`src/rtl/alu_operand_entry.sv`:
```
// alu_operand_entry: debounced ENTER/UNDO sequencing that latches A, B and op_code from the switches for the ALU
// Ports: clk, reset (async active-low); sw_data switches; btn_enter/btn_undo raw buttons;
//        op_ready ALU accept; A, B, op_code captured operand set; op_valid handshake valid;
//        stage_leds one-hot stage (ENTER_A, ENTER_B, ENTER_OP, ISSUE/DONE).
module alu_operand_entry #(
  parameter int DATA_W    = 7,
  parameter int OP_W      = 2,
  parameter int DB_CYCLES = 1_000_000
) (
  input  logic              clk,
  input  logic              reset,
  input  logic [DATA_W-1:0] sw_data,
  input  logic              btn_enter,
  input  logic              btn_undo,
  input  logic              op_ready,
  output logic [DATA_W-1:0] A,
  output logic [DATA_W-1:0] B,
  output logic [OP_W-1:0]   op_code,
  output logic              op_valid,
  output logic [3:0]        stage_leds
);
  localparam int CW = $clog2(DB_CYCLES + 1);
  typedef enum logic [2:0] {ST_A, ST_B, ST_OP, ST_ISSUE, ST_DONE} state_t;
  state_t state_q, state_d;
  logic [1:0] sync1_q, sync1_d, sync2_q, sync2_d, stable_q, stable_d, press_q, press_d;
  logic [CW-1:0] cnt_q [2];
  logic [CW-1:0] cnt_d [2];
  logic [DATA_W-1:0] a_q, a_d, b_q, b_d;
  logic [OP_W-1:0] op_q, op_d;
  logic op_valid_q, op_valid_d, enter, undo;
  logic [3:0] leds_q, leds_d;
  // Bit 0 is ENTER, bit 1 is UNDO. The counter only runs while the synced level differs
  // from the stable level, so any bounce back restarts it.
  always_comb begin
    sync1_d = {btn_undo, btn_enter};
    sync2_d = sync1_q;
    for (int i = 0; i < 2; i++) begin
      cnt_d[i]    = (sync2_q[i] != stable_q[i] && cnt_q[i] != CW'(DB_CYCLES - 1)) ? cnt_q[i] + 1'b1 : '0;
      stable_d[i] = (sync2_q[i] != stable_q[i] && cnt_q[i] == CW'(DB_CYCLES - 1)) ? sync2_q[i] : stable_q[i];
      press_d[i]  = stable_d[i] & ~stable_q[i];
    end
  end
  // Simultaneous enter and undo cancel each other.
  assign enter = press_q[0] & ~press_q[1];
  assign undo  = press_q[1] & ~press_q[0];
  always_comb begin
    state_d = state_q;
    a_d     = a_q;
    b_d     = b_q;
    op_d    = op_q;
    case (state_q)
      ST_A:     if (enter) begin a_d = sw_data; state_d = ST_B; end
      ST_B:     if (enter) begin b_d = sw_data; state_d = ST_OP; end
                else if (undo) state_d = ST_A;
      ST_OP:    if (enter) begin op_d = sw_data[OP_W-1:0]; state_d = ST_ISSUE; end
                else if (undo) state_d = ST_B;
      ST_ISSUE: if (op_valid_q && op_ready) state_d = ST_DONE;
      ST_DONE:  if (enter || undo) state_d = ST_A;
      default:  state_d = ST_A;
    endcase
    op_valid_d = state_d == ST_ISSUE;
    leds_d     = state_d == ST_A ? 4'b0001 :
                 state_d == ST_B ? 4'b0010 :
                 state_d == ST_OP ? 4'b0100 : 4'b1000;
  end
  always_ff @(posedge clk or negedge reset) begin
    if (!reset) begin
      sync1_q    <= '0;
      sync2_q    <= '0;
      stable_q   <= '0;
      press_q    <= '0;
      cnt_q[0]   <= '0;
      cnt_q[1]   <= '0;
      state_q    <= ST_A;
      a_q        <= '0;
      b_q        <= '0;
      op_q       <= '0;
      op_valid_q <= 1'b0;
      leds_q     <= 4'b0001;
    end else begin
      sync1_q    <= sync1_d;
      sync2_q    <= sync2_d;
      stable_q   <= stable_d;
      press_q    <= press_d;
      cnt_q[0]   <= cnt_d[0];
      cnt_q[1]   <= cnt_d[1];
      state_q    <= state_d;
      a_q        <= a_d;
      b_q        <= b_d;
      op_q       <= op_d;
      op_valid_q <= op_valid_d;
      leds_q     <= leds_d;
    end
  end
  assign A          = a_q;
  assign B          = b_q;
  assign op_code    = op_q;
  assign op_valid   = op_valid_q;
  assign stage_leds = leds_q;
endmodule

```
`config.mk`:
```
export PLATFORM = sky130hd
export DESIGN_NAME = alu_operand_entry
export DESIGN_NICKNAME = d
export VERILOG_FILES = /design/src/rtl/alu_operand_entry.sv
export SDC_FILE = /design/constraint.sdc
export NUM_CORES = 1
export LEC_CHECK = 0
export BUFFER_PORTS_ARGS = -buffer_cell sky130_fd_sc_hd__buf_2
export CAP_MARGIN = 20
export CORE_MARGIN = 2
export CORE_UTILIZATION = 57
export CTS_CLUSTER_SIZE = 40
export DETAILED_ROUTE_END_ITERATION = 12
export GPL_TIMING_DRIVEN = 0
export PLACE_DENSITY = 0.84
export SKIP_CTS_REPAIR_TIMING = 1
export SYNTH_ARGS = -nofsm -noshare
export SYNTH_HDL_FRONTEND = slang
export SYNTH_SLANG_ARGS = --single-unit
```
`constraint.sdc`:
```
create_clock -name clk -period 2.2 [get_ports clk]
set_clock_uncertainty 0.15 [all_clocks]
set_input_delay 0.22 -clock clk [delete_from_list [all_inputs] [get_ports clk]]
set_output_delay 0.22 -clock clk [all_outputs]
set_load 0.02 [all_outputs]
```
== Word-level counts from Yosys, hierarchy flattened ==
Index checks and enable logic that the tools add are counted.
Operators by class
  add/sub/neg operators: 2
  eq/ne operators: 13
  multiplexer cells: 15
  bitwise operators: 8
  reductions and logical operators: 11
Operators with widths (count)
  $add 20x1->20 const B: 2
  $eq 20x20->1 const B: 2
  $mux 20: 2
  $ne 20x20->1 const B: 2
  $mux 3: 7
  $pmux 3 s5: 1
  $eq 3x2->1 const B: 4
  $mux 4: 3
  $eq 3x1->1 const B: 2
  $logic_not 3->1: 2
  $reduce_and 2->1: 3
  $logic_and 1x1->1: 5
  $and 1x1->1: 4
  $not 1->1: 4
  $eq 3x3->1 const B: 1
  $mux 1: 2
  $ne 1x1->1: 2
  $logic_or 1x1->1: 1
Word-level totals
  flip-flop bits (word level): 72
  bits of input ports: 12
  output and inout port bits: 21
  word-level logic and storage cells: 61

== Logic depth before layout (Yosys ltp) ==
  depth in word-level cells: 9
  mapped depth: 7
  mapped depth without buffers: 7

== Least setup slack after synthesis ==
No wires, ideal clock.
  path kind: reg-to-reg
  start point: register cnt_q[0] in the netlist's numbering
  end point: register cnt_q[14] in the netlist's numbering
  setup time: 0.078 ns
  data arrival time: 1.780 ns
  required time: 1.972 ns
  path slack: 0.192 ns
  stages on the path, launching flop included: 7
  path through: dfrtp_1 ha_1 inv_1 or4_1 buf_2 or3_1 a21oi_1
RTL lines
  start: declaration: line 26  | logic [CW-1:0] cnt_q [2];

== Worst setup path in the final report ==
  start point: register cnt_q[20] in the netlist's numbering
  end point: register stable_q[0]
On the way
  word-level cells in the longest chain between the ends: 3
Ends and longest elaborated chain
  $eq 20x20->1: line 39  | stable_d[i] = (sync2_q[i] != stable_q[i] && cnt_q[i] == CW'(DB_CYCLES - 1)) ? sync2_q[i] : stable_q[i];
  $logic_and 1x1->1: line 39
  $mux 1: line 39
  named net stable_d[0]: line 25  | logic [1:0] sync1_q, sync1_d, sync2_q, sync2_d, stable_q, stable_d, press_q, press_d;
  end signal: assignment: line 83  | stable_q <= stable_d;
  end: declaration: line 25
The timed path passes the listed nets, and every way through them passes these cells.
A chain may end at the register's enable or synchronous reset.

==> flow_summary.ini <==
[clock_network]
worst_skew_pair.late_latency_ns = 0.35
clock_path_buffers = 2
numCtsBuffers = 9
cts_tree = done
htreeDepth = 3
clockRootBuffer = clkbuf_8
clk_pin_slew_ns = 0.08
clock-sinks = 72

[min_path]
hold_depth = 4
hold_path_class = in -> reg

[finish]
antennaDiodeCount = 0
utilization_pct = 70.76
area_delta_synth_final_pct = 19.26
fill_cells = 366
fin_cells = 433
drive_above_1_share_pct = 22.44
fin_nets = 373

[route]
viasPerCell = 5.711
route.detailed.drc = 0
vias = 2473
ant_nets = 0
wirelength_mm = 6.541
first_iter_violations = 142
wl_per_cell_um = 15.11
dr.pass1.iters = 4

[flow_run]
drv_cap = 0

[place]
port_buffers = 32
hpwl_mm = 4.266
post-place-cells = 403
gp_congestion = 0.8349

[floorplan]
core_mm2 = 0.005507
fp.dieW_um = 79.71
die_area_mm2 = 0.006353
die_h_um = 79.71
num_io_pins = 33
start_util_pct = 59.33
num_rows = 27

[global_routing]
grt_pass1_wl_mm = 10.38
grt_pass1_vias = 2292
antenna_found_initial = 0
grt_max_degree = 73
grt_usage_pct = 21.48
globalRouteOverflowTotal = 0

[yosys]
yosysSeqAreaShare_pct = 55.19
syn_inst = 299
synth_nets = 316
synth.distinct_cells = 38
avgSynthCellArea_um2 = 10.93
ys_warn_count = 0
synth-edff-count = 0
synth-main-ff-cell = dfrtp_1
async_reset_ff_share_pct = 100.0
ys_seq_elements = 72
syn_area_mm2 = 0.003267

[pwr]
p_leak_uw = 0.001765
power.density_mw_per_mm2 = 665.4
power_uw = 2593
peakVddDrop_v = 0.0004735

[setup_path]
crit_type = reg -> reg
startpoint_type = flip-flop
cp_max_fo = 5
rr_worst_depth = 5
cp.arrival_ns = 2.19
worstPathRequired_ns = 2.28
end_kind = flip-flop

[sta]
setup_violations = 0
timing.hold.ws_ns = 0.1597
relSlewSlack_pct = 41.21
rsz0062_at_grt = false
setup_tns_ns = 0
slew_viol_final = 0
hold_violations = 0
fin_crit_ns = 2.106
fmax_mhz = 474.8
worst_pin_slew_ns = 0.8818
finalCritPeriodShare_pct = 95.74

[run_status]
status = complete, no violations
[cells in the final DEF, fill, tap and decap left out, types with 2 or more instances in the layout]
master,n
nand4b_1,5
o21ai_0,9
buf_2,33
xnor2_1,14
nor2b_1,2
dlygate4sd3_1,10
nand2b_1,3
nand4_2,2
and4_1,3
or4_1,4
o31ai_1,3
or3_1,7
and2_1,2
nand3_1,16
xor2_1,13
ha_1,4
clkinvlp_4,3
dfrtp_1,71
inv_1,8
nor3b_1,2
bufinv_16,2
clkbuf_1,5
nor2_1,35
nand4_1,9
and3_1,6
mux2_2,17
buf_4,5
a21oi_1,12
nor3_1,9
nor4_1,8
clkbuf_8,9
nand2_1,15
[cells in the mapped netlist, types with 2 or more instances]
| master | n | area share [%] |
|---|---|---|
| a21oi_1 | 12 | 1.8 |
| nand4_2 | 2 | 0.77 |
| buf_2 | 2 | 0.31 |
| mux2_2 | 17 | 5.9 |
| clkbuf_1 | 5 | 0.57 |
| nand3_1 | 17 | 2.6 |
| or4_1 | 4 | 0.92 |
| and4_1 | 3 | 0.80 |
| nand4_1 | 9 | 1.7 |
| xor2_1 | 13 | 3.5 |
| nor3_1 | 9 | 1.4 |
| and3_1 | 6 | 1.1 |
| inv_1 | 8 | 0.92 |
| ha_1 | 5 | 1.9 |
| o21ai_0 | 9 | 1.4 |
| dfrtp_1 | 71 | 54 |
| and2_1 | 2 | 0.38 |
| nor2b_1 | 2 | 0.38 |
| nor2_1 | 35 | 4.0 |
| xnor2_1 | 14 | 3.8 |
| nand2_1 | 15 | 1.7 |
| or3_1 | 7 | 1.3 |
| o31ai_1 | 3 | 0.69 |
| nor3b_1 | 2 | 0.46 |
| nand2b_1 | 3 | 0.57 |
| nand4b_1 | 5 | 1.3 |
| nor4_1 | 8 | 1.5 |
[cells by family (layout without fill, tap and decap cells)]
logic type                 after synthesis  count (layout)  synth area share, %
DFF                                     72              72                55.19
adders and majority gates                5               5                1.915
buffers and inverters                   15              77                1.800
AOI/OAI and AO/OA                       29              29                5.247
muxes                                   18              18                6.204
and+or+nand+nor                        133             133                22.40
xor gates and xnor gates                27              27                7.239
[where the power goes]
part / switching [uW] / internal [uW] / total, uW
Combinational: 56.0 / 38.3 / 94.3
Clock: 511 / 637 / 1150
Sequential: 15.0 / 1330 / 1350
[layer usage]
| metal | up-vias | track usage [%] | part of all wire [%] |
|---|---|---|---|
| li1 | 1179 | - | - |
| met1 | 1201 | 27.33 | 45 |
| met2 | 83 | 34.29 | 48 |
| met3 | 10 | 7.353 | 5.5 |
| met4 | 0 | 7.586 | 1.2 |
| met5 | - | 0 | 0 |
[final cells by class]
type,instances,area (um2),share of cell area (%)
timing repair buffer,46,292.8,7.514
clock buffer,9,123.9,3.179
clock inverter,7,96.34,2.473
sequential,72,1803,46.27
tap,72,90.09,2.312
multi-input combinational,212,1431,36.74
inverter,8,30.03,0.7707
buffer,7,28.78,0.7386
[worst paths after layout]
path,start,to,slack (ns)
worst max-delay path,cnt_q[20]$_DFF_PN0_,stable_q[0]$_DFF_PN0_,0.09
worst min-delay path,op_ready,state_q[2]$_DFF_PN0_,0.16
worst max register to register,cnt_q[20]$_DFF_PN0_,stable_q[0]$_DFF_PN0_,0.09
worst min register to register,sync1_q[0]$_DFF_PN0_,sync2_q[0]$_DFF_PN0_,0.20
max in group asynchronous,reset,cnt_q[19]$_DFF_PN0_,0.94
min in group asynchronous,reset,cnt_q[33]$_DFF_PN0_,0.37
[per-stage QoR]
stage               cell area [um2]  worst slack [ns]
CTS                            3740           -0.1602
detailed placement             3520           -0.1508
floorplan                      3267            0.1917
finish                         3896           0.09367
global route                   3896           0.01555
global placement               3517           -0.1162
[sequential cells by signal (all words and copies together) (netlist names), 3 cells and up]
register / count
state_q: 3
A: 7
B: 7
stage_leds: 4
cnt_q: 40
[critical path, cell delays in order (launching register included)]
cell	delay (ns)
dfrtp_1	0.41
ha_1	0.23
and3_1	0.26
nand3_2	0.15
or3_1	0.46
mux2_1	0.33
No activity file was read; power rests on OpenSTA's default activity.
